**src/rtl/latch_sched_pkg.sv**
```systemverilog
// rtl/latch_sched_pkg.sv - shared types and helpers for the latch bank scheduler
package latch_sched_pkg;

  typedef enum logic [2:0] {IDLE, SETUP, STROBE, HOLD, DONE} state_t;

  function automatic int clog2(input int value);
    int r;
    r = 0;
    for (int v = 1; v < value; v = v * 2) r++;
    return r;
  endfunction

  function automatic int max3(input int a, input int b, input int c);
    int m;
    m = (a > b) ? a : b;
    return (m > c) ? m : c;
  endfunction

  // Every phase must last at least one cycle or D/En ordering around the latch breaks.
  function automatic bit cyc_params_ok(input int setup_cyc, input int strobe_cyc, input int hold_cyc);
    return (setup_cyc >= 1) && (strobe_cyc >= 1) && (hold_cyc >= 1);
  endfunction

endpackage

```
**src/rtl/rr_arbiter.sv**
```systemverilog
// rtl/rr_arbiter.sv - combinational round-robin pick starting at an external pointer
module rr_arbiter
  import latch_sched_pkg::*;
#(
  parameter int NREQ = 3,
  parameter int IW   = clog2(NREQ)
) (
  input  logic [NREQ-1:0] req,
  input  logic [IW-1:0]   ptr,
  output logic [NREQ-1:0] grant,
  output logic [IW-1:0]   idx,
  output logic            any
);

  int pos;

  // Scan offsets high to low so the smallest offset from ptr wins.
  always_comb begin
    grant = '0;
    idx   = '0;
    any   = 1'b0;
    pos   = 0;
    for (int off = NREQ - 1; off >= 0; off--) begin
      pos = int'(ptr) + off;
      if (pos >= NREQ) pos = pos - NREQ;
      if (req[pos]) begin
        grant      = '0;
        grant[pos] = 1'b1;
        idx        = IW'(pos);
        any        = 1'b1;
      end
    end
  end

endmodule

```
**src/rtl/latch_bank_scheduler.sv**
```systemverilog
// rtl/latch_bank_scheduler.sv - arbitrates writers onto a latch bank with setup/strobe/hold sequencing
module latch_bank_scheduler
  import latch_sched_pkg::*;
#(
  parameter int NREQ       = 3,
  parameter int DW         = 8,
  parameter int AW         = 2,
  parameter int SETUP_CYC  = 1,
  parameter int STROBE_CYC = 1,
  parameter int HOLD_CYC   = 1
) (
  input  logic                 Clk,
  input  logic                 Reset,
  input  logic [NREQ-1:0]      Req,
  input  logic [NREQ*AW-1:0]   Addr,
  input  logic [NREQ*DW-1:0]   Data,
  output logic [NREQ-1:0]      Gnt,
  output logic [NREQ-1:0]      Ack,
  output logic                 Busy,
  output logic [DW-1:0]        Lat_D,
  output logic [(2**AW)-1:0]   Lat_En
);

  localparam int IW  = clog2(NREQ);
  localparam int CW  = clog2(max3(SETUP_CYC, STROBE_CYC, HOLD_CYC)) + 1;
  localparam int NEL = 2 ** AW;

  if (!cyc_params_ok(SETUP_CYC, STROBE_CYC, HOLD_CYC)) begin : g_cyc_check
    $error("latch_bank_scheduler: SETUP_CYC, STROBE_CYC and HOLD_CYC must all be >= 1");
  end

  state_t          state;
  logic [IW-1:0]   ptr;
  logic [IW-1:0]   win;
  logic [AW-1:0]   addr_r;
  logic [CW-1:0]   cnt;

  logic [NREQ-1:0] pick_oh;
  logic [IW-1:0]   pick_idx;
  logic            pick_any;
  logic [AW-1:0]   sel_addr;
  logic [DW-1:0]   sel_data;
  logic [NEL-1:0]  en_oh;

  rr_arbiter #(.NREQ(NREQ), .IW(IW)) u_arb (
    .req   (Req),
    .ptr   (ptr),
    .grant (pick_oh),
    .idx   (pick_idx),
    .any   (pick_any)
  );

  always_comb begin
    sel_addr = '0;
    sel_data = '0;
    for (int i = 0; i < NREQ; i++) begin
      if (pick_oh[i]) begin
        sel_addr = Addr[i*AW +: AW];
        sel_data = Data[i*DW +: DW];
      end
    end
  end

  assign en_oh = NEL'(1) << addr_r;

  // Lat_D is written only on grant, so it stays stable across setup, strobe and hold.
  always_ff @(posedge Clk) begin
    if (Reset) begin
      state  <= IDLE;
      ptr    <= '0;
      win    <= '0;
      addr_r <= '0;
      cnt    <= '0;
      Gnt    <= '0;
      Ack    <= '0;
      Busy   <= 1'b0;
      Lat_D  <= '0;
      Lat_En <= '0;
    end else begin
      Ack <= '0;
      case (state)
        IDLE: begin
          if (pick_any) begin
            addr_r <= sel_addr;
            Lat_D  <= sel_data;
            Gnt    <= pick_oh;
            win    <= pick_idx;
            cnt    <= '0;
            Busy   <= 1'b1;
            state  <= SETUP;
          end
        end
        SETUP: begin
          if (cnt == CW'(SETUP_CYC - 1)) begin
            cnt    <= '0;
            Lat_En <= en_oh;
            state  <= STROBE;
          end else begin
            cnt <= cnt + 1'b1;
          end
        end
        STROBE: begin
          if (cnt == CW'(STROBE_CYC - 1)) begin
            cnt    <= '0;
            Lat_En <= '0;
            state  <= HOLD;
          end else begin
            cnt <= cnt + 1'b1;
          end
        end
        HOLD: begin
          if (cnt == CW'(HOLD_CYC - 1)) begin
            cnt   <= '0;
            Ack   <= Gnt;
            Gnt   <= '0;
            state <= DONE;
          end else begin
            cnt <= cnt + 1'b1;
          end
        end
        DONE: begin
          ptr   <= (win == IW'(NREQ - 1)) ? '0 : win + 1'b1;
          Busy  <= 1'b0;
          state <= IDLE;
        end
        default: state <= IDLE;
      endcase
    end
  end

endmodule

```
**config.mk**
```make
export PLATFORM = sky130hd
export DESIGN_NAME = latch_bank_scheduler
export DESIGN_NICKNAME = d
export VERILOG_FILES = /design/src/rtl/latch_sched_pkg.sv /design/src/rtl/rr_arbiter.sv /design/src/rtl/latch_bank_scheduler.sv
export SDC_FILE = /design/constraint.sdc
export NUM_CORES = 1
export LEC_CHECK = 0
export CAP_MARGIN = 20
export CORE_MARGIN = 1
export CORE_UTILIZATION = 47
export DETAILED_ROUTE_END_ITERATION = 8
export GPL_ROUTABILITY_DRIVEN = 0
export GPL_TIMING_DRIVEN = 0
export PLACE_DENSITY = 0.9
export SETUP_SLACK_MARGIN = 0.5
export SYNTH_ARGS = -nofsm -noshare
export SYNTH_HDL_FRONTEND = slang
export SYNTH_SLANG_ARGS = --single-unit
export TNS_END_PERCENT = 5
```
**constraint.sdc**
```tcl
create_clock -name Clk -period 6.75 [get_ports Clk]
set_clock_uncertainty 0.2 [all_clocks]
set_input_delay 1.6875 -clock Clk [delete_from_list [all_inputs] [get_ports Clk]]
set_output_delay 1.6875 -clock Clk [all_outputs]
set_load 0.05 [all_outputs]
```
==> impl_metrics.tcl <==
set metrics [dict create \
    initial_utilization_pct 50.8 \
    fmax_ghz 0.272 \
    core_area_mm2 0.00380 \
    synth.top_cell.area_share_pct 29.1 \
    seq_area_frac_synth_pct 29.1 \
    start_kind "primary input" \
    pin_count 54 \
    finalNetCount 327 \
    fin_crit_sh_pct 54.5 \
    synth_area_leader_cell "dfxtp_1" \
    postSynthCellCount 232 \
    cp_slowest_stage_delay_ns 0.47 \
    synth_commonest_cells "28 x dfxtp_1, 23 x nand3_1, 16 x nor2_1" \
    insertedDiodeCount 0 \
    synthArstFlopShare_pct 0 \
    clk_pin_slew_ns 0.09 \
    yosys-top-cells-area "dfxtp_1 29%, o221ai_2 7.8%, nand3_1 6.0%" \
    clock_power_share_pct 23.7 \
    placed_cell_area_mm2 0.00250 \
    ff2ff_setup_slack_ns 4.18 \
    rsz0062_at_grt "no" \
    die_h_um 66.1 \
    cpLargestDelayFamily "buffers and inverters" \
    hold_slack_ns 0.261 \
    syn_area_mm2 0.00193 \
    cts_tree "done" \
    areaGrowthSynthToFinish_pct 33.3 \
    clock_path_buffers 2 \
    fin_area_mm2 0.00257 \
    netSwitchingPower_w 0.000213 \
    cts_max_level 1 \
    path_cells "clkdlybuf4s50_1 > buf_2 > nor2b_1 > o21ai_1 > a21oi_1 > clkbuf_1 > o21ai_0 > a41oi_1" \
    crit_buf_inv 3 \
    min-delay-path-class "register to register" \
    tns_ns 0 \
    synth_top_family_by_area "compound AO/OA/AOI/OAI gates" \
    synth-edff-count 0 \
    cp_data_required_time_ns 6.76 \
    worst-path-max-fanout 10 \
    holdPathEnd "Lat_En[3]$_SDFFE_PP0N_" \
    cts_setup_buffers 0 \
    min-delay-start "Lat_En[3]$_SDFFE_PP0N_" \
    num_vias 2074 \
    synthSimpleGateAreaFrac_pct 21.2 \
    cellPowerDensity_mw_per_mm2 223 \
    ys_dominant_reg_cell "dfxtp_1" \
    cts_hold_buffers 0 \
    die_area_mm2 0.00436 \
    final-seq-area_um2 561 \
    wire_per_inst_um 16.6 \
    ant_nets 0 \
    grt_pass1_wl_mm 8.87 \
    ys_types 48 \
    combPwrFrac_pct 42.2 \
    via_per_inst 6.19 \
    routed_wirelength_mm 5.55 \
    synth_xor_xnor_area_share_pct 0.454 \
    drv_slew 0 \
    drive_gt1_share_pct 13.9 \
    multi_input_area_mm2 0.00119 \
    seqPwrFrac_pct 34.2 \
    ir_drop_v 0.0000896 \
    cp_data_arrival_time_ns 3.69 \
    ff2ff_path_depth 7 \
    r2r-start "ptr[0]$_SDFFE_PP0P_" \
    drt_iter0_drc 208 \
    cts.sink_count 28 \
    firstDrtPassIters 5 \
    hold_viol 0 \
    intPower_w 0.000362 \
    synth_compound_area_share_pct 35.3 \
    grt_max_degree 17 \
    period_needed_ns 3.68 \
    remaining_drc_errors 0 \
    grt_pass1_vias 1971 \
    numCtsBuffers 3 \
    crit_path_end_kind "register" \
    std_cell_rows 22 \
    clock_latency_ns 0.29 \
    yosysWarnings 0 \
    antenna_found_initial 0 \
    status "finished, final reports clean" \
    swShare_pct 37.0 \
    maxSlewHeadroom_pct 48.7 \
    yosysMostFrequentCell "dfxtp_1" \
    worst-setup-path-type "primary input to register" \
    avgSynthCellArea_um2 8.31 \
    post_cts_resized 0 \
    cap_violations 0 \
    grt-ovfl-total 0 \
    dp_hpwl_mm 3.90 \
    synth_fa_ha_area_share_pct 2.60 \
    cp_slowest_cell "clkdlybuf4s50_1" \
    p_leak_nw 0.904 \
    setup_violations 0 \
    cts-root-buf "clkbuf_8" \
    fillers 297 \
    track_usage_pct 26.2 \
    port_buffers 51 \
    synth_fp_nets 271 \
    fp.dieW_um 66.1 \
    r2r-end "Lat_D[2]$_SDFFE_PP0P_" \
    report.power.total_w 0.000574 \
    ys_ff_latch 28 \
    tightestPinTransition_ns 0.766 \
    synth_mux_area_share_pct 2.08 \
    hold_depth 2 \
]
[cell families after synthesis]
kind of cell,after synthesis
mux,4
flops,28
simple gates,78
xor+xnor,1
buf+inv,37
compound gates,80
fa+ha+maj,4
[tightest hold or removal path, stage by stage (launching register included)]
cell	delay, ns
dfxtp_1	0.32
nand2_1	0.05
a21oi_1	0.05
[layout by cell type, fill, tap and decap left out, types with 5 or more instances in the layout]
master,n
nor3_1,5
a21oi_1,11
a41oi_1,9
nand3_1,23
o221ai_2,10
o21ai_0,14
nand2_1,7
clkbuf_1,6
and2_1,5
nor2b_1,6
nor2_1,16
dfxtp_1,28
o311ai_1,10
buf_2,10
inv_1,14
clkdlybuf4s50_1,51
[sequential cells by signal (all words and copies together), names as in the netlist]
register / count
state: 3
Ack: 3
Busy: 1
win: 2
Lat_En: 4
ptr: 2
Gnt: 3
addr_r: 2
Lat_D: 8
[how the worst max path moves through the flow]
| stage | cells past startpoint | endpoint | slack (ns) | from |
|---|---|---|---|---|
| after floorplan | 7 | Lat_D[0]$_SDFFE_PP0P_ | 3.58 | Req[2] |
| after global placement | 8 | Lat_D[4]$_SDFFE_PP0P_ | 2.86 | Req[1] |
| after detailed placement | 8 | addr_r[0]$_SDFFE_PP0P_ | 2.84 | Req[1] |
| after CTS | 8 | addr_r[0]$_SDFFE_PP0P_ | 3.11 | Req[1] |
| after global routing | 8 | Lat_D[4]$_SDFFE_PP0P_ | 2.89 | Req[1] |
| final | 8 | addr_r[0]$_SDFFE_PP0P_ | 3.07 | Req[1] |
[through the flow]
step | setup WS (ns) | std cells | util [%]
5_1_grt | 2.89 | 335 | 67.7
2_1_floorplan | 3.58 | 232 | -
3_3_place_gp | 2.86 | 331 | 65.8
3_5_place_dp | 2.84 | 331 | 65.8
6_report | 3.07 | 335 | 67.7
4_1_cts | 3.11 | 335 | 67.7
[power groups by stage]
stage | Sequential, W | Combinational, W | Clock, W
2_1_floorplan | 0.000245 | 0.000118 | 0
3_3_place_gp | 0.000199 | 0.000231 | 0
3_5_place_dp | 0.000200 | 0.000236 | 0
4_1_cts | 0.000196 | 0.000239 | 0.000135
5_1_grt | 0.000199 | 0.000257 | 0.000142
6_report | 0.000196 | 0.000242 | 0.000136
[final cells by class]
type | instances | share of cell area (%)
clock inverters | 1 | 1.17
flip-flops and latches | 28 | 21.8
inverters | 14 | 2.04
clock buffers | 3 | 1.61
well taps | 48 | 2.34
multi-input cells | 167 | 46.2
plain buffers | 23 | 4.97
repair buffers | 51 | 19.9
[per-layer routing]
layer | global-route usage, % | share of wire, %
met4 | 9.57 | 2.3
met1 | 32.4 | 43
met5 | 0 | 0
met3 | 3.10 | 6.2
met2 | 46.3 | 49
Note: power is estimated with default switching activity, not from simulation.
